$ cat src/rtl/dac_stream_serializer.sv
// I2S-style DAC serializer: frame FIFO on the bit clock, left/right slots aligned to DACLRCK edges.
// Define DACSER_UNDERRUN_HOLD_EN to replay the last frame on underrun instead of sending silence.
module dac_stream_serializer #(
    parameter int DATA_W     = 16,
    parameter int FIFO_DEPTH = 4,
    parameter int MONO_DUP   = 0
) (
    input  logic                          i_BCLK,
    input  logic                          i_rst_n,
    input  logic                          i_DACLRCK,
    input  logic                          i_play,
    input  logic                          i_valid,
    output logic                          o_ready,
    input  logic [2*DATA_W-1:0]           i_data,
    output logic                          o_DACDAT,
    output logic [$clog2(FIFO_DEPTH):0]   o_level,
    output logic                          o_underrun,
    output logic [7:0]                    o_underrun_cnt
);

    localparam int AW = $clog2(FIFO_DEPTH);
    localparam int LW = AW + 1;
    localparam int CW = $clog2(DATA_W);

    typedef enum logic [1:0] {S_IDLE, S_SHIFT, S_PAD} state_t;

    logic [2*DATA_W-1:0] mem [FIFO_DEPTH];
    logic [AW-1:0]       wr_ptr, rd_ptr;
    logic [LW-1:0]       level;
    logic                full, empty, push, pop;
    logic                lrck_d, primed;
    logic                edge_any, edge_fall, underrun_now;
    logic [2*DATA_W-1:0] frame_reg, head, subst, slot_frame;
    logic [DATA_W-1:0]   slot_data, shift_reg;
    logic [CW-1:0]       bit_cnt;
    state_t              state, state_next;

    assign full         = (level == LW'(FIFO_DEPTH));
    assign empty        = (level == '0);
    assign o_ready      = !full;
    assign o_level      = level;
    assign push         = i_valid && !full;
    assign edge_any     = primed && (i_DACLRCK != lrck_d);
    assign edge_fall    = edge_any && !i_DACLRCK;
    assign pop          = edge_fall && !empty;
    assign underrun_now = edge_fall && empty;
    assign head         = mem[rd_ptr];

`ifdef DACSER_UNDERRUN_HOLD_EN
    assign subst = frame_reg;
`else
    assign subst = '0;
`endif

    // A falling edge serialises the frame being popped this very cycle, so bypass frame_reg.
    assign slot_frame = edge_fall ? (empty ? subst : head) : frame_reg;

    always_comb begin
        slot_data = slot_frame[DATA_W-1:0];
        if (MONO_DUP == 0 && edge_fall) begin
            slot_data = slot_frame[2*DATA_W-1:DATA_W];
        end
    end

    assign o_DACDAT = i_play && (edge_any ? slot_data[DATA_W-1]
                                          : (state == S_SHIFT) && shift_reg[DATA_W-1]);

    always_ff @(posedge i_BCLK) begin
        if (push) begin
            mem[wr_ptr] <= i_data;
        end
    end

    always_ff @(posedge i_BCLK or negedge i_rst_n) begin
        if (!i_rst_n) begin
            wr_ptr <= '0;
            rd_ptr <= '0;
            level  <= '0;
        end else begin
            if (push) begin
                wr_ptr <= wr_ptr + 1'b1;
            end
            if (pop) begin
                rd_ptr <= rd_ptr + 1'b1;
            end
            if (push && !pop) begin
                level <= level + 1'b1;
            end else if (pop && !push) begin
                level <= level - 1'b1;
            end
        end
    end

    // primed masks the LRCK level seen on the first cycle out of reset.
    always_ff @(posedge i_BCLK or negedge i_rst_n) begin
        if (!i_rst_n) begin
            lrck_d         <= 1'b0;
            primed         <= 1'b0;
            frame_reg      <= '0;
            o_underrun     <= 1'b0;
            o_underrun_cnt <= '0;
        end else begin
            lrck_d     <= i_DACLRCK;
            primed     <= 1'b1;
            o_underrun <= underrun_now;
            if (edge_fall) begin
                frame_reg <= slot_frame;
            end
            if (underrun_now && o_underrun_cnt != 8'hFF) begin
                o_underrun_cnt <= o_underrun_cnt + 8'd1;
            end
        end
    end

    always_ff @(posedge i_BCLK or negedge i_rst_n) begin
        if (!i_rst_n) begin
            shift_reg <= '0;
            bit_cnt   <= '0;
        end else if (edge_any) begin
            shift_reg <= {slot_data[DATA_W-2:0], 1'b0};
            bit_cnt   <= CW'(DATA_W - 1);
        end else if (state == S_SHIFT) begin
            shift_reg <= shift_reg << 1;
            bit_cnt   <= bit_cnt - 1'b1;
        end
    end

    always_ff @(posedge i_BCLK or negedge i_rst_n) begin
        if (!i_rst_n) begin
            state <= S_IDLE;
        end else begin
            state <= state_next;
        end
    end

    always_comb begin
        state_next = state;
        if (edge_any) begin
            state_next = S_SHIFT;
        end else if (state == S_SHIFT && bit_cnt == CW'(1)) begin
            state_next = S_PAD;
        end
    end

endmodule

$ cat config.mk
export PLATFORM = sky130hd
export DESIGN_NAME = dac_stream_serializer
export DESIGN_NICKNAME = d
export VERILOG_FILES = /design/src/rtl/dac_stream_serializer.sv
export SDC_FILE = /design/constraint.sdc
export NUM_CORES = 1
export LEC_CHECK = 0
export BUFFER_PORTS_ARGS = -buffer_cell sky130_fd_sc_hd__buf_4
export CORE_MARGIN = 3
export CORE_UTILIZATION = 45
export CTS_BUF_LIST = sky130_fd_sc_hd__clkbuf_4
export DETAILED_ROUTE_END_ITERATION = 10
export PLACE_DENSITY = 0.61
export SYNTH_ARGS = -nofsm -noshare
export SYNTH_HDL_FRONTEND = slang
export SYNTH_SLANG_ARGS = --single-unit
$ cat constraint.sdc
create_clock -name i_BCLK -period 5.2 [get_ports i_BCLK]
set_input_delay 1.04 -clock i_BCLK [delete_from_list [all_inputs] [get_ports i_BCLK]]
set_output_delay 1.04 -clock i_BCLK [all_outputs]
set_load 0.02 [all_outputs]
==> results.txt, run 1 <==
Status: finished, final reports clean
Final setup vio count: 0
Fin. max-slew vios: 0
Worst r2r dst: o_level[1]$_DFFE_PN0P_
Die W: 132.8 µm
Clk Latency, worst-skew pair: 0.56 ns
Leakage power: 0.003052 µW
Final ANT Viol Nets: 0
Max-cap violations: 0
CTS Sinks: 183
Largest net degree at the start of global routing: 56
Final wirelength: 13240 µm
Number of global-route vias before repair: 3846
R2R Path Start: primed$_DFF_PN0_
CTS Buf Count: 17
Gp weighted congestion: 0.7961
Unrepaired setup endpoints after global routing: no
Cell taking the most area after synthesis: edfxtp_1
DRC: 0
Worst Hold End: frame_reg[14]$_DFFE_PN0N_
Clock transition at path regs: 0.13 ns
Final period util: 0.7195
# diodes: 0
P&R area growth vs syn: 12.85%
Vias post-DR: 3710
Post-synth top cells: edfxtp_1, dfrtp_1, mux4_2, nand2_1, o21ai_0
Required time worst endpoint: 4.16 ns
Logic gate share of total power: 0.273
CTS resizes: 0
HPWL Detailed: 8007 µm
Die area: 17630 µm²
Layout Skew: 0.01299 ns
Worst setup SP type: input port
GRT Resource Usage Total: 0.1579
Sequential cell area fraction in the yosys report: 0.7217
Hold Path Origin: frame_reg[14]$_DFFE_PN0N_
#FFs+latches synth: 183
Pre-antenna DRT Iters: 4
Critical Path Sink Type: primary output
# rows: 45
Synth Net Count: 449
Starting density of the core: 0.4672
Crit Path Category: in -> out
Initial antenna violation count: 0
Cells on Worst Hold Path: 1
Max H-tree Level: 4
Seq pwr share: 0.515
Avg Cell Area, Syn: 17.95 µm²
Worst R2R Path Depth: 8
Sw frac: 0.2994
Number of flip-flops in the largest register: 128
Cell with the most instances after synthesis: edfxtp_1
DR WL/cell: 19.39 µm
Top cell type's share of synthesized area: 0.5314
Largest cells by area after synthesis: edfxtp_1, dfrtp_1, mux4_2
Post-CTS Hold Buffers: 0
Core Area: 15480 µm²
Reported net switching power: 1223 µW
Mapped Cells: 403
Initial DRC Count: 212
Share of cells above drive strength 1: 0.2818
Number of flops mapped to enable cells by yosys: 128
Async S/R FF share, synth: 0.3005
Arrival @ worst endpoint: 2.70 ns
Crit-path max FO: 22
Internal power: 2862 µW
Dpl cells: 651
CTS tree: yes
Achievable Freq: 0.2673 GHz
Syn Std Cell Area: 7233 µm²
GRT overflow: 0
Final Instance Count excl. Fillers: 683
IO buf count: 50
Max VDD drop: 0.2860 mV
Post-CTS Setup Repair Bufs: 0
Slew @ Worst Pin: 0.7166 ns
Synth warn: 0
Library cells used by synthesis: 41
Final Hold Fails: 0
Setup slack, reg-to-reg: 2.59 ns
Power Dens Cells: 500.5 nW/µm²
Hold WC Path Type: reg -> reg
Vias/cell: 5.432
# nets final: 505
Top FF cell, synth: edfxtp_1
Max_slew headroom: 0.5222
I/O Pins: 51
Clk pwr share: 0.212
First-pass GRT wire length: 21170 µm
CTS root buffer: clkbuf_4
Setup total negative slack: 0 ns
Minimum clock period: 3.741 ns
Die Ht: 132.8 µm
Max clock buf depth: 2
-- critical path: stages --
cell and delay, ns:
buf_4 0.12, nand2b_1 0.34, a21bo_2 0.44, a21boi_0 0.19, a311oi_1 0.35, buf_4 0.21
-- stage by stage --
step	hold slack [ns]	cell area (µm²)	setup WS, ns	total power, µW	utilization
after floorplan	0.4675	7233	1.874	2916	-
after global placement	0.4950	7835	1.450	3257	0.5060
after detailed placement	0.4897	7835	1.448	3291	0.5060
after CTS	0.4893	8163	1.433	4155	0.5272
after global routing	0.5142	8163	1.288	4333	0.5272
final	0.5147	8163	1.459	4085	0.5272
-- cells in the final DEF, fill, tap and decap left out, types with 8 or more instances in the layout --
cell type / count
edfxtp_1: 128
mux4_2: 32
mux2i_1: 14
dfrtp_1: 54
nand2_1: 29
inv_1: 8
buf_4: 59
o21ai_0: 18
ha_1: 8
clkbuf_4: 17
a22o_1: 16
a32oi_1: 15
-- layer usage --
metal,global-route usage,vias to the layer above,routed length (µm)
met3,0.03916,11,495
met5,0,-,0
met1,0.2052,1935,5732
met4,0.05023,0,146
met2,0.2633,66,6871
li1,-,1698,-
-- how the worst max path moves through the flow --
stage / startpoint / end / slack [ns] / depth (start not counted)
2_1_floorplan: i_DACLRCK / o_DACDAT / 1.87 / 5
3_3_place_gp: i_DACLRCK / o_DACDAT / 1.45 / 6
3_5_place_dp: i_DACLRCK / o_DACDAT / 1.45 / 6
4_1_cts: i_DACLRCK / o_DACDAT / 1.43 / 6
5_1_grt: i_DACLRCK / o_DACDAT / 1.29 / 6
6_report: i_DACLRCK / o_DACDAT / 1.46 / 6
-- layout make-up --
cell class / instances / area, µm²
multi-input cells: 190 / 1877
clock inverters: 15 / 200.2
fillers: 1281 / 7321
repair buffers: 59 / 442.9
flip-flops and latches: 183 / 5221
well taps: 211 / 264.0
inverters: 8 / 30.03
clock buffers: 17 / 127.6
-- power by group through the flow --
stage               Sequential, µW  Clock [µW]  Combinational, µW
global route                  2150         957               1230
floorplan                     2120           0                801
finish                        2110         865               1110
detailed placement            2150           0               1140
global placement              2130           0               1120
CTS                           2110         894               1150
-- kinds of logic (layout without fill, tap and decap cells) --
kind of cell             Yosys count  count (layout)  synth area share
adder cells (fa/ha/maj)            9               9           0.01661
buffers and inverters             30              99           0.01920
other                              1               1         0.0005184
flip-flops                       183             183            0.7217
XOR/XNOR                          11              11           0.01332
AO/OA/AOI/OAI                     58              58           0.05881
multiplexers                      50              50            0.1252
AND/OR/NAND/NOR                   61              61           0.04463
No activity file was read; power rests on OpenSTA's default activity.
==> run 2, diff against run 1 <==
- ABC_AREA: unset -> 1
- PLACE_DENSITY: 0.61 -> 0.64
- clock period: 5.2 -> 3.3 ns (I/O delays scaled with it)
==> run 2 against run 1 <==
Sequential share of layout area decreased by 4.0 points. Die area grew 8.4%. Area after synthesis increased by 8.8%. Worst hold slack lost 0.42 ns. Non-clock buffer count up 2. Critical endpoint unchanged. Critical path type is now reg -> out. Global-route usage increased by 1.5 points.
==> results.txt, run 2 <==
Setup slack, reg-to-reg: 1.12 ns
Achievable Freq: 0.3538 GHz
Clk pwr share: 0.187
Most common cell after layout, fill and taps aside: nand2_1
Worst setup SP type: register
Final Hold Fails: 0
Mapped Cells: 758
Layout Skew: 0.01364 ns
Number of global-route vias before repair: 5140
Async S/R FF share, synth: 0.3005
CTS Sinks: 183
Gp weighted congestion: 0.8303
Crit-path max FO: 12
#FFs+latches synth: 183
Final Instance Count excl. Fillers: 1039
Max clock buf depth: 2
Max_slew headroom: 0.5265
Most frequent cells in the layout: nand2_1, edfxtp_1, inv_1, buf_4, nand3_1
Sw frac: 0.3781
# nets final: 851
Cell with the most instances after synthesis: nand2_1
Number of flops mapped to enable cells by yosys: 128
Reported net switching power: 2573 µW
Initial antenna violation count: 1
Hold WC Path Type: in -> async
Starting density of the core: 0.4679
I/O Pins: 51
Slew @ Worst Pin: 0.7103 ns
Critical Path Sink Type: primary output
Initial DRC Count: 339
Avg Cell Area, Syn: 10.38 µm²
Internal power: 4232 µW
Clk Latency, worst-skew pair: 0.58 ns
DRC: 0
Final worst slack: 0.4739 ns
Largest net degree at the start of global routing: 64
CTS resizes: 0
DR WL/cell: 15.32 µm
Syn Std Cell Area: 7869 µm²
Critical Path Start: lrck_d$_DFF_PN0_
Clock transition at path regs: 0.15 ns
Leakage power: 0.003833 µW
Seq pwr share: 0.485
Worst slack, placed: 0.6581 ns
GRT Resource Usage Total: 0.1726
P&R area growth vs syn: 10.62%
Final setup vio count: 0
Final ANT Viol Nets: 0
Share of cells above drive strength 1: 0.1504
Max-cap violations: 0
Top cell type's share of synthesized area: 0.4885
Post-synth top cells: nand2_1, edfxtp_1, inv_1, nand3_1, dfrtp_1
Required time worst endpoint: 2.64 ns
Post-CTS Setup Repair Bufs: 0
First-pass GRT wire length: 26120 µm
# rows: 47
Design Area, Final: 8705 µm²
Library cells used by synthesis: 31
R2R Path Start: o_level[0]$_DFFE_PN0P_
Pre-antenna DRT Iters: 5
Largest cells by area after synthesis: edfxtp_1, dfrtp_1, nand2_1
Placed inst area: 8406 µm²
Final period util: 0.8564
Post-CTS Hold Buffers: 0
HPWL Detailed: 9701 µm
GRT overflow: 0
Power Dens Cells: 781.7 nW/µm²
Die area: 19110 µm²
Unrepaired setup endpoints after global routing: no
Fin. max-slew vios: 0
Synth Net Count: 804
Vias/cell: 4.973
Max H-tree Level: 4
Dpl cells: 1006
Minimum clock period: 2.826 ns
Hold_ws: 0.09895 ns
CTS Buf Count: 17
Number of flip-flops in the largest register: 128
CTS root buffer: clkbuf_4
Cell taking the most area after synthesis: edfxtp_1
CTS tree: yes
Logic gate share of total power: 0.328
Crit Path Category: reg -> out
Setup total negative slack: 0 ns
Status: finished, final reports clean
Final wirelength: 15920 µm
Core Area: 16820 µm²
Arrival @ worst endpoint: 2.17 ns
Top FF cell, synth: edfxtp_1
Die W: 138.2 µm
Synth warn: 0
Sequential cell area fraction in the yosys report: 0.6634
IO buf count: 50
Die Ht: 138.2 µm
Max VDD drop: 0.5921 mV
Vias post-DR: 5167
-- run 2: final cells by class --
type	instances	area [µm²]
diodes	1	2.502
clock buffers	17	127.6
clock inverters	15	168.9
fillers	1591	8114
inverters	67	269.0
multi-input cells	475	2182
flip-flops and latches	183	5221
well taps	220	275.3
repair buffers	61	457.9
-- run 2: power groups by stage --
| stage | clock, µW | combinational [µW] | sequential [µW] |
|---|---|---|---|
| 2_1_floorplan | 0 | 1590 | 3350 |
| 3_3_place_gp | 0 | 2210 | 3330 |
| 3_5_place_dp | 0 | 2260 | 3360 |
| 4_1_cts | 1300 | 2270 | 3300 |
| 5_1_grt | 1420 | 2540 | 3360 |
| 6_report | 1270 | 2230 | 3300 |
-- run 2: logic make-up (layout without fill, tap and decap cells) --
family	count (synthesis)	after routing	synth area share
other cells	1	2	0.0004766
compound gates	56	56	0.03689
buf+inv	100	160	0.06058
fa+ha+maj	9	9	0.01527
xor+xnor	9	9	0.01002
mux	1	1	0.001431
simple gates	399	399	0.2120
flops	183	183	0.6634
-- run 2: through the flow --
step,total power (µW),utilization
after CTS,6877,0.5174
final,6805,0.5176
after detailed placement,5613,0.4998
after global placement,5541,0.4998
after floorplan,4940,-
after global routing,7320,0.5176
-- run 2: worst paths after layout --
kind / to / depth (start not counted)
max reg2reg: o_level[1]$_DFFE_PN0P_ / 8
max: o_DACDAT / 8
max in group asynchronous: rd_ptr[0]$_DFFE_PN0P_ / 1
min in group i_BCLK: lrck_d$_DFF_PN0_ / 1
min: o_underrun_cnt[5]$_DFFE_PN0P_ / 1
min reg2reg: bit_cnt[3]$_DFFE_PN0P_ / 1
-- run 2: critical path, cell delays in order, from the launching register on --
cell	delay, ns
dfrtp_1	0.45
nand2_1	0.07
nand2_1	0.07
nor2_4	0.25
inv_1	0.15
nand2_1	0.08
nand2_1	0.05
a21oi_1	0.25
buf_4	0.20
-- run 2: layer usage --
metal  share of wire  global-route usage
met1            0.43              0.2261
met2            0.50              0.2870
met3           0.050             0.03936
met4           0.017             0.05772
met5               0                   0
